[config.mk]
export PLATFORM = sky130hd
export DESIGN_NAME = inst_queue
export DESIGN_NICKNAME = d
export VERILOG_FILES = /design/src/rtl/inst_queue.sv
export SDC_FILE = /design/constraint.sdc
export NUM_CORES = 1
export LEC_CHECK = 0
export BUFFER_PORTS_ARGS = -buffer_cell sky130_fd_sc_hd__buf_4
export CORE_UTILIZATION = 55
export DETAILED_ROUTE_END_ITERATION = 12
export PLACE_DENSITY = 0.75
export SLEW_MARGIN = 0
export SYNTH_ARGS = -nofsm -noshare
export SYNTH_HDL_FRONTEND = slang
export SYNTH_SLANG_ARGS = --single-unit
export TNS_END_PERCENT = 50
[constraint.sdc]
create_clock -name clk_i -period 13.8 [get_ports clk_i]
set_input_delay 3.45 -clock clk_i [delete_from_list [all_inputs] [get_ports clk_i]]
set_output_delay 3.45 -clock clk_i [all_outputs]
set_load 0.05 [all_outputs]
[src/rtl/inst_queue.sv]
// Instruction FIFO ahead of the control unit; a push is visible on inst_o the cycle after it is accepted.
// Backpressure: host_ready_o drops when full, flushing or in reset. Full blocks a push even when a pop happens.
package inst_queue_pkg;
  typedef struct packed {
    logic [7:0]  opcode;
    logic [23:0] operand;
  } instruction_t;
endpackage

module inst_queue
  import inst_queue_pkg::*;
#(
  parameter int DEPTH = 8,
  parameter int CNT_W = $clog2(DEPTH) + 1
) (
  input  logic               clk_i,
  input  logic               rst_i,
  input  logic               flush_i,
  input  instruction_t       host_inst_i,
  input  logic               host_valid_i,
  output logic               host_ready_o,
  output instruction_t       inst_o,
  output logic               inst_valid_o,
  input  logic               inst_ready_i,
  output logic [CNT_W-1:0]   count_o,
  output logic               empty_o,
  output logic               full_o
);

  localparam int PTR_W = $clog2(DEPTH);

  instruction_t           mem [DEPTH];
  logic [PTR_W-1:0]       rd_ptr;
  logic [PTR_W-1:0]       wr_ptr;
  logic [CNT_W-1:0]       count;
  logic                   push;
  logic                   pop;

  assign empty_o      = (count == '0);
  assign full_o       = (count == CNT_W'(DEPTH));
  assign count_o      = count;
  assign host_ready_o = !full_o && !flush_i && rst_i;
  // Valid is masked by reset so stale entries never reach control while reset is held.
  assign inst_valid_o = !empty_o && rst_i;
  assign inst_o       = mem[rd_ptr];

  assign push = host_valid_i && host_ready_o;
  assign pop  = inst_valid_o && inst_ready_i;

  // Storage carries no reset; push is already blocked during reset and flush.
  always_ff @(posedge clk_i) begin
    if (push) begin
      mem[wr_ptr] <= host_inst_i;
    end
  end

  always_ff @(posedge clk_i) begin
    if (!rst_i || flush_i) begin
      rd_ptr <= '0;
      wr_ptr <= '0;
      count  <= '0;
    end else begin
      if (push) begin
        wr_ptr <= wr_ptr + PTR_W'(1);
      end
      if (pop) begin
        rd_ptr <= rd_ptr + PTR_W'(1);
      end
      case ({push, pop})
        2'b10:   count <= count + CNT_W'(1);
        2'b01:   count <= count - CNT_W'(1);
        default: count <= count;
      endcase
    end
  end

endmodule

Yosys cells after proc, flatten, opt, wreduce, memory -nomap -nowiden
Memory sizes are Yosys's and may differ from the RTL's. A register that Yosys moved wholly into a read port is not among the register bits.
Index checks and enable logic that the tools add are counted.

word-level totals
  memories = 1
  register bits = 10
  bits in latches = 0
  RAM bits = 256
  logic and storage cells = 28
  memory bits (read-only) = 0

memory list
  memory  depth  bits a word  rd ports  clocked after memory_dff  wr ports  line  source
  mem     8      32           1         1                         1         32    instruction_t mem [DEPTH];

cells by class
  bitwise operators = 0
  mux-type cells = 5
  multipliers = 0
  order comparisons = 0
  reduce and logical (&&, ||, !) cells = 12
  shift-type cells = 0
  divide/modulo/power cells = 0
  eq/ne operators = 3
  $add $sub $neg = 4

operator list
  kind                                                                    number
  4-bit case mux with 2 select lines                                      1
  3-bit by 1-bit adder with 3-bit output (second input constant)          2
  3-bit 2-to-1 mux                                                        2
  1-bit logical AND                                                       5
  4-bit by 1-bit adder with 4-bit output (second input constant)          1
  4-bit equality test (second input constant)                             1
  1-bit zero test                                                         4
  4-bit zero test                                                         1
  4-bit by 1-bit subtractor with 4-bit output (second input constant)     1
  2-bit by 1-bit equality test with 1-bit output (second input constant)  1
  2-bit equality test (second input constant)                             1
  1-bit 2-to-1 mux                                                        2
  2-bit nonzero test                                                      1
  1-bit logical OR                                                        1

Logic depth before layout (Yosys ltp)
Gate-level depths: netlist of the first run.

  depth after elaboration = 7
  depth in mapped cells = 10
  mapped depth without buffers = 10

Worst setup path after synthesis of the first run
Ideal clock, no wire load.

  path kind = input-to-output
  from = in flush_i
  to = out host_ready_o
  slack = 5.875 ns
  stages = 3
  buffers on the path = 1
  arrival time = 4.475 ns
  cell sequence = nand2b_1 -> clkbuf_1 -> nor2_1

on the way
  longest elaborated chain between the ends = 3

ends and longest elaborated chain
  what                             line  source
  start: declaration               18    input logic flush_i,
  1-bit zero test                  42    assign host_ready_o = !full_o && !flush_i && rst_i;
  1-bit logical AND (2 in series)  42
  end: declaration                 21    output logic host_ready_o,

Every way passes these cells.

Worst setup path after layout of the first run
Same ends and word-level chain as after synthesis.

==> results of run 1 <==
-- cells by family (layout without fill, tap and decap cells) --
| family | after synthesis | in the layout | synth area share, % |
|---|---|---|---|
| muxes | 97 | 97 | 18.8 |
| AOI/OAI and AO/OA | 8 | 8 | 0.479 |
| buffers and inverters | 23 | 138 | 1.40 |
| and+or+nand+nor | 44 | 44 | 2.19 |
| xor gates and xnor gates | 6 | 6 | 0.503 |
| DFF | 269 | 269 | 76.1 |
| adders and majority gates | 5 | 5 | 0.599 |
-- registers in the layout, indices dropped and copies added (netlist names), named ones only --
register  cells
rd_ptr        3
mem         256
count_o       4
wr_ptr        3
-- final timing paths --
path | startpoint | to | slack [ns]
min | count_o[3]$_SDFFE_PP0P_ | count_o[3]$_SDFFE_PP0P_ | 0.52
max | flush_i | host_ready_o | 6.01
max reg2reg | count_o[1]$_SDFFE_PP0P_ | count_o[2]$_SDFFE_PP0P_ | 11.16
min reg2reg | count_o[3]$_SDFFE_PP0P_ | count_o[3]$_SDFFE_PP0P_ | 0.52
-- power by group through the flow --
stage	Clock, uW	Sequential [uW]	Combinational [uW]
2_1_floorplan	0	917	21.7
3_3_place_gp	0	916	45.0
6_report	648	899	46.7
3_5_place_dp	0	916	46.9
4_1_cts	660	899	47.1
5_1_grt	687	899	49.9
-- cells in the final DEF (no fill, tap or decap), types with 4 or more instances in the layout --
master     synthesis  layout
edfxtp_1         256     256
buf_4              0      88
mux4_1            40      40
mux2_2            32      32
clkbuf_16          0      27
mux4_2            24      24
clkinv_2           0      10
dfxtp_1           13      10
nand3_1            9       9
nor2_1            12       8
xor2_1             6       6
nand2_1            6       6
ha_1               5       5
clkinv_1           0       5
nor2_4             0       4
nor3_2             0       4
-- tightest hold or removal path, stage by stage (launching register included) --
cell,delay [ns]
dfxtp_1,0.34
nand2_1,0.07
o41ai_1,0.06
-- stage by stage --
stage	setup slack (ns)	utilization, %
floorplan	5.88	-
global placement	6.07	60.7
detailed placement	6.02	60.7
CTS	6.01	65.0
global route	5.89	65.0
finish	6.01	65.0
-- area by class of cell --
class	count	area, um2	share of cell area (%)
flip-flops and latches	269	7950	65.6
multi-input cells	160	2410	19.9
clock buffers	30	687	5.67
repair buffers	88	661	5.45
well taps	234	293	2.42
clock inverters	17	108	0.888
inverters	3	11.3	0.0929
-- routing by layer --
layer	up-vias	global-route usage (%)	part of all wire [%]
met4	0	4.80	1.8
met5	-	0	0
met2	148	33.6	51
met3	25	3.51	5.9
met1	2446	24.1	41
li1	2120	-	-
==> flow_summary.toml, run 1 <==
[clock_tree]
cts-root-buf = "clkbuf_16"
path_clk_slew_ns = 0.06
numCtsBuffers = 26
post-cts-setup-buffers = 0
clkLatencyLatePin_ns = 0.51
tritoncts = "yes"
cts_resized = 0
clkSinkCount = 269
htreeDepth = 1
clockBufferDepth = 3
ctsHoldBuffers = 0

[route]
routed_wl_um = 17900
first_pass_iters = 4
drtAntennaViolNets = 0
avgViaCountPerCell = 5.92
vias = 4739
drt_iter0_drc = 343
wl_per_cell_um = 22.3
drc_errors = 0

[logic_synthesis]
syn_inst = 452
synth-edff-count = 256
synth_area_leaders = "edfxtp_1, mux4_1, mux4_2"
synthArstFlopShare_pct = 0
yosysSeqAreaShare_pct = 76.1
avgSynthCellArea_um2 = 23.1
yosysTopAreaCell = "edfxtp_1"
yosys.area.top_type_share_pct = 73.6
yosysMostFrequentCell = "edfxtp_1"
synth_cell_type_count = 33
synthesis.nets = 494
synth_ff_type = "edfxtp_1"
synth_seq_cells = 269
synth_warnings = 0
syn_area_um2 = 10500
ys_top_cells_by_count = "edfxtp_1, mux4_1, mux2_2, mux4_2, dfxtp_1"

[grt]
grt_usage_pct = 18.9
antenna_found_initial = 0
grt_max_degree = 65
grt_pass1_vias = 4955
overflow = 0
grt_pass1_wl_um = 27400

[placed_design]
numPortBuffers = 76
dp_hpwl_um = 9960
dp.cells = 754
gp_congestion = 0.740
place_area_um2 = 11300

[worst_setup_path]
worstPathRequired_ns = 10.35
ff2ff_path_depth = 10
cp.arrival_ns = 4.34
path_class = "primary input to output port"
path_buf_inv = 2
crit_top_cell = "buf_4"
cp_slowest_stage_delay_ns = 0.27
critPathSlowestCell = "nand2b_1"
crit_cells = 4
crit_path_max_fanout = 10
start_kind = "primary input"
critPathTopFamily = "simple AND/OR/NAND/NOR gates"
crit_path_cell_trace = "buf_4 -> nand2b_1 -> nor2_1 -> buf_4"
cp-end-kind = "output port"

[timing]
final.setup.tns_ns = 0
setup_viol = 0
hold_viol_final = 0
relSlewSlack_pct = 22.6
hold_ws_ns = 0.515
period_minus_slack_ns = 7.79
clock-skew-final_ns = 0.00830
drv_slew = 0
rsz0062_at_grt = "no"
worst_slew_pin_slew_ns = 1.16
fmax_mhz = 128
timing.final.crit_share_pct = 56.5

[power]
switching_share_pct = 19.2
power_uw = 1590
intPower_uw = 1290
p_leak_uw = 0.00398
pwr-share-comb_pct = 2.9
pwr-share-seq_pct = 56.4
vdd_ir_drop_max_mv = 0.0834
power_density_nw_per_um2 = 131
p_switching_uw = 305
p_clk_share_pct = 40.7

[worst_hold_path]
hp-class = "flop to flop"
holdPathStages = 2

[floorplanning]
dieArea_um2 = 19600
row_count = 50
io-pin-count = 77
die_width_um = 140
initial_core_util_pct = 56.1
die_y_um = 140
placeableCoreArea_um2 = 18600

[finish]
layout.nets = 590
instances_no_fill = 801
syn2layout_area_growth_pct = 16.0
fillCellCount = 1217
fin_area_um2 = 12100
drive_gt1_share_pct = 34.6
antennaDiodeCount = 0

[job]
maxCapViolCount = 0

[outcome]
status = "completed"
Power figures use the tool's default switching activity.
==> inputs of run 2 (changes only) <==
--- a/config.mk
+++ b/config.mk
@@ -6,9 +6,9 @@
 export NUM_CORES = 1
 export LEC_CHECK = 0
 export BUFFER_PORTS_ARGS = -buffer_cell sky130_fd_sc_hd__buf_4
-export CORE_UTILIZATION = 55
+export CORE_UTILIZATION = 54
 export DETAILED_ROUTE_END_ITERATION = 12
-export PLACE_DENSITY = 0.75
+export PLACE_DENSITY = 0.77
 export SLEW_MARGIN = 0
 export SYNTH_ARGS = -nofsm -noshare
 export SYNTH_HDL_FRONTEND = slang
==> constraint.sdc (replaced) <==
create_clock -name clk_i -period 6.8 [get_ports clk_i]
set_input_delay 1.7 -clock clk_i [delete_from_list [all_inputs] [get_ports clk_i]]
set_output_delay 1.7 -clock clk_i [all_outputs]
set_load 0.05 [all_outputs]
==> run 2 against run 1 <==
Compared with the run above: sequential cell count unchanged; clock skew down 0.00098 ns; via count decreased by 0.49%; worst setup slack got worse by 3.7 ns; die area is 1.8% higher; clock power grew 120%; combinational power rose by 100%; total power up 110%; global-route usage grew 0.61 points; non-clock buffer count shrank 2; sequential power rose by 100%; largest cell class unchanged; largest power group unchanged.
==> flow_summary.toml, run 2 (synthesized netlist as in run 1, its figures left out) <==
[worst_setup_path]
crit_path_cell_trace = "mux4_1 -> mux2_2 -> buf_4"
path_buf_inv = 1
critPathSlowestCell = "dfxtp_4"
endpoint = "inst_o[1]"
cp-end-kind = "output port"
cp_slowest_stage_delay_ns = 1.05
ff2ff_path_depth = 10
rr_endpoint = "count_o[2]$_SDFFE_PP0P_"
critPathTopFamily = "flip-flops"
rr_startpoint = "count_o[1]$_SDFFE_PP0P_"
r2r_slack_ns = 4.14
cp.arrival_ns = 2.82
worstPathRequired_ns = 5.10
start_kind = "flop"
path_class = "flop to output port"
crit_cells = 3
crit_path_max_fanout = 64

[finish]
syn2layout_area_growth_pct = 16.6
utilization_pct = 64.7
regMostFlops = "mem"
mostFrequentLayoutCells = "edfxtp_1, buf_4, mux4_1"
antennaDiodeCount = 0
largest_reg_flops = 256
mostFrequentLayoutCell = "edfxtp_1"
layout.nets = 587
fillCellCount = 1193
drive_gt1_share_pct = 33.9
instances_no_fill = 823

[grt]
grt_pass1_vias = 4934
grt_pass1_wl_um = 28200
antenna_found_initial = 0
grt_usage_pct = 19.5
grt_max_degree = 65
overflow = 0

[worst_hold_path]
hp-class = "flop to flop"

[route]
drt_iter0_drc = 376
wl_per_cell_um = 22.7
first_pass_iters = 4
avgViaCountPerCell = 5.73
drc_errors = 0
routed_wl_um = 18600
vias = 4716
drtAntennaViolNets = 0

[timing]
final.setup.tns_ns = 0
setup_viol = 0
hold_viol_final = 0
fin_ws_ns = 2.28
timing.final.crit_share_pct = 66.5
drv_slew = 0
fmax_mhz = 221
worst_slew_pin_slew_ns = 1.11
rsz0062_at_grt = "no"
period_minus_slack_ns = 4.52
relSlewSlack_pct = 25.7
clock-skew-final_ns = 0.00732

[floorplanning]
die_y_um = 141
placeableCoreArea_um2 = 18800
initial_core_util_pct = 55.5
io-pin-count = 77
row_count = 50
dieArea_um2 = 19900
die_width_um = 141

[placed_design]
dp_slack_ns = 2.54
numPortBuffers = 76
dp_hpwl_um = 9900
gp_congestion = 0.690
dp.cells = 778

[clock_tree]
htreeDepth = 1
cts_resized = 0
clkSinkCount = 269
path_clk_slew_ns = 0.06
numCtsBuffers = 25
post-cts-setup-buffers = 0
tritoncts = "yes"
ctsHoldBuffers = 0
clkLatencyLatePin_ns = 0.51
cts-root-buf = "clkbuf_16"
clockBufferDepth = 3

[power]
power_density_nw_per_um2 = 274
vdd_ir_drop_max_mv = 0.178
p_leak_uw = 0.00398

[outcome]
status = "completed"

[job]
maxCapViolCount = 0
==> run 2: through the flow <==
step	power (uW)	cell area (um2)	hold slack, ns
5_1_grt	3430	12200	0.569
3_3_place_gp	1950	11300	0.491
4_1_cts	3370	12200	0.515
3_5_place_dp	1950	11300	0.507
2_1_floorplan	1900	10500	0.470
6_report	3340	12200	0.518
==> run 2: metal layers <==
metal | global-route usage [%] | wire length (um)
met5 | 0 | 0
met4 | 6.18 | 366
met3 | 3.36 | 1130
met2 | 33.9 | 9600
met1 | 25.2 | 7550
==> run 2: how the worst min path moves through the flow <==
stage                                  from                      end  slack, ns  cells past startpoint
floorplan            rd_ptr[1]$_SDFFE_PP0P_                     flop       0.47                      2
global placement    count_o[3]$_SDFFE_PP0P_  count_o[3]$_SDFFE_PP0P_       0.49                      2
detailed placement   rd_ptr[1]$_SDFFE_PP0P_                     flop       0.51                      2
CTS                  rd_ptr[1]$_SDFFE_PP0P_                     flop       0.52                      2
global route         wr_ptr[0]$_SDFFE_PP0P_   wr_ptr[0]$_SDFFE_PP0P_       0.57                      1
finish               rd_ptr[1]$_SDFFE_PP0P_                     flop       0.52                      2
==> run 2: area by class of cell <==
cell class                      count  area (um2)  share of cell area, %
Clock buffer                       27         633                   5.19
Clock inverter                     18         213                   1.75
Inverter                            3        11.3                 0.0924
Multi-Input combinational cell    160        2410                   19.7
Sequential cell                   269        7950                   65.3
Tap cell                          260         325                   2.67
Timing Repair Buffer               86         646                   5.30
==> run 2: tightest hold or removal path, cell delays in order (launching register included) <==
cell	delay [ns]
dfxtp_1	0.31
nand3_1	0.06
o21ai_0	0.09
==> run 2: where the power goes <==
part           internal (uW)  switching [uW]
clock                    861             560
combinational           34.8            60.0
sequential              1820            3.76
total                   2720             624
==> inputs of run 3 (changes only) <==
--- a/config.mk
+++ b/config.mk
@@ -5,10 +5,11 @@
 export SDC_FILE = /design/constraint.sdc
 export NUM_CORES = 1
 export LEC_CHECK = 0
+export ABC_AREA = 1
 export BUFFER_PORTS_ARGS = -buffer_cell sky130_fd_sc_hd__buf_4
 export CORE_UTILIZATION = 54
 export DETAILED_ROUTE_END_ITERATION = 12
-export PLACE_DENSITY = 0.77
+export PLACE_DENSITY = 0.76
 export SLEW_MARGIN = 0
 export SYNTH_ARGS = -nofsm -noshare
 export SYNTH_HDL_FRONTEND = slang
==> constraint.sdc (replaced) <==
create_clock -name clk_i -period 3.82 [get_ports clk_i]
set_input_delay 0.955 -clock clk_i [delete_from_list [all_inputs] [get_ports clk_i]]
set_output_delay 0.955 -clock clk_i [all_outputs]
set_load 0.05 [all_outputs]
==> run 3 against run 2 <==
Compared with the run above: clock power increased by 72%; first-iteration DRC count increased by 47%; combinational power increased by 140%.
==> flow_summary.toml, run 3 <==
[outcome]
status = "completed"

[floorplanning]
die_y_um = 143
die_width_um = 143
io-pin-count = 77
dieArea_um2 = 20300
initial_core_util_pct = 55.0
row_count = 51
placeableCoreArea_um2 = 19400

[timing]
period_minus_slack_ns = 3.34
relSlewSlack_pct = 54.8
fmax_mhz = 300
timing.final.crit_share_pct = 87.4
drv_slew = 0
final.setup.tns_ns = 0
hold_viol_final = 0
worst_slew_pin_slew_ns = 0.677
rsz0062_at_grt = "no"
clock-skew-final_ns = 0.0121
setup_viol = 0

[logic_synthesis]
synth_cell_type_count = 26
yosysMostFrequentCell = "edfxtp_1"
syn_inst = 820
syn_area_um2 = 10700
yosysTopAreaCell = "edfxtp_1"
synthesis.nets = 862
synth_ff_type = "edfxtp_1"
ys_top_cells_by_count = "edfxtp_1, nor2_1, nand2_1, o21ai_0"
synth_warnings = 0
synth_area_leaders = "edfxtp_1, o21ai_0, nor2_1"
synth-edff-count = 256
avgSynthCellArea_um2 = 13.0
synth_seq_cells = 269
yosysSeqAreaShare_pct = 74.5
yosys.area.top_type_share_pct = 72.0
synthArstFlopShare_pct = 0

[job]
maxCapViolCount = 0

[route]
routed_wl_um = 21100
wirelength_met1_um = 8840
drtAntennaViolNets = 0
top_layer = "met4"
wl_per_cell_um = 17.9
wl_met2_um = 10700
drc_errors = 0
avgViaCountPerCell = 5.49
first_pass_iters = 5
wl_met3_um = 1080
vias = 6484
drt_iter0_drc = 553

[finish]
drive_gt1_share_pct = 16.0
regMostFlops = "mem"
fillCellCount = 1437
mostFrequentLayoutCells = "edfxtp_1, nor2_1, nand2_1"
mostFrequentLayoutCell = "edfxtp_1"
antennaDiodeCount = 0
layout.nets = 939
instances_no_fill = 1182
syn2layout_area_growth_pct = 16.0
largest_reg_flops = 256

[clock_tree]
cts_resized = 0
path_clk_slew_ns = 0.06
clockBufferDepth = 3
htreeDepth = 1
clkSinkCount = 269
ctsHoldBuffers = 0
tritoncts = "yes"
cts-root-buf = "clkbuf_16"
numCtsBuffers = 27
post-cts-setup-buffers = 0
clkLatencyLatePin_ns = 0.53

[worst_setup_path]
rr_endpoint = "mem[4][29]$_DFFE_PP_"
rr_startpoint = "count_o[0]$_SDFFE_PP0P_"
path_class = "flop to output port"
cp-end-kind = "output port"
crit_path_max_fanout = 30
worstPathRequired_ns = 2.86
cp.arrival_ns = 2.38
r2r_slack_ns = 1.60
ff2ff_path_depth = 7
endpoint = "inst_o[20]"
start_kind = "flop"

[power]
p_clk_share_pct = 41.3
intPower_uw = 4680
power_density_nw_per_um2 = 477
p_leak_uw = 0.00430
switching_share_pct = 20.8
vdd_ir_drop_max_mv = 0.452
pwr-share-comb_pct = 3.8
p_switching_uw = 1230
pwr-share-seq_pct = 54.9

[placed_design]
dp.cells = 1133
dp_hpwl_um = 11800
gp_congestion = 0.792
numPortBuffers = 76

[grt]
grt_pass1_wl_um = 33400
grt_usage_pct = 21.6
overflow = 0
antenna_found_initial = 0
grt_max_degree = 97
grt_pass1_vias = 6388

[worst_hold_path]
hp-class = "flop to flop"
holdPathStages = 2
run 3: cell types whose count changed in the layout (fill, tap and decap cells not counted), moves of 24 or more:
| cell | change |
|---|---|
| mux2i_1 | +31 |
| mux4_2 | -24 |
| o21ai_0 | +108 |
| o22ai_1 | +32 |
| nor2_1 | +130 |
| mux4_1 | -40 |
| mux2_2 | -32 |
| nand2_1 | +108 |
run 3: cell families (layout without fill, tap and decap cells):
kind of cell	count (synthesis)	count (layout)	synth area share, %
mux	32	32	3.00
simple gates	271	271	9.77
compound gates	172	172	8.44
flops	269	269	74.5
buf+inv	66	163	3.31
xor+xnor	5	5	0.410
fa+ha+maj	5	5	0.586
run 3: power groups by stage:
| stage | Clock (uW) | Combinational, uW | Sequential (uW) |
|---|---|---|---|
| 6_report | 2440 | 225 | 3250 |
| 5_1_grt | 2580 | 243 | 3250 |
| 4_1_cts | 2460 | 227 | 3250 |
| 3_5_place_dp | 0 | 226 | 3310 |
| 3_3_place_gp | 0 | 221 | 3310 |
| 2_1_floorplan | 0 | 113 | 3310 |
run 3: worst min-delay path by stage:
stage / startpoint / end
final: wr_ptr[0]$_SDFFE_PP0P_ / wr_ptr[0]$_SDFFE_PP0P_
after floorplan: wr_ptr[0]$_SDFFE_PP0P_ / wr_ptr[0]$_SDFFE_PP0P_
after detailed placement: wr_ptr[0]$_SDFFE_PP0P_ / wr_ptr[0]$_SDFFE_PP0P_
after CTS: wr_ptr[0]$_SDFFE_PP0P_ / wr_ptr[0]$_SDFFE_PP0P_
after global routing: wr_ptr[0]$_SDFFE_PP0P_ / wr_ptr[0]$_SDFFE_PP0P_
after global placement: wr_ptr[0]$_SDFFE_PP0P_ / wr_ptr[0]$_SDFFE_PP0P_
run 3: layer usage:
layer	vias up	track usage, %
li1	3095	-
met2	192	36.8
met4	0	7.07
met3	38	3.26
met1	3159	28.6
met5	-	0
run 3: critical path, cell delays in order, from the launching register on:
cell and delay (ns):
dfxtp_4 0.56, buf_4 0.44, nor2_1 0.11, nor2_1 0.11
o21ai_0 0.13, o21ai_0 0.12, nand2_1 0.08, nand2_1 0.09
buf_4 0.19
run 3: cell type report:
| class | count | area (um2) | share of cell area [%] |
|---|---|---|---|
| clock inverters | 17 | 119 | 0.960 |
| well taps | 265 | 332 | 2.68 |
| flip-flops and latches | 269 | 7960 | 64.2 |
| multi-input cells | 485 | 2430 | 19.6 |
| inverters | 21 | 78.8 | 0.637 |
| repair buffers | 93 | 773 | 6.24 |
| clock buffers | 32 | 694 | 5.61 |
run 3: through the flow:
step / worst slack [ns] / hold WS [ns] / utilization (%) / cell area [um2] / power (uW)
floorplan: 0.220 / 0.463 / - / 10700 / 3430
finish: 0.482 / 0.498 / 63.8 / 12400 / 5910
detailed placement: 0.800 / 0.491 / 59.6 / 11600 / 3530
global route: 0.319 / 0.521 / 63.8 / 12400 / 6070
CTS: 0.508 / 0.502 / 63.8 / 12400 / 5940
global placement: 0.881 / 0.472 / 59.6 / 11600 / 3530
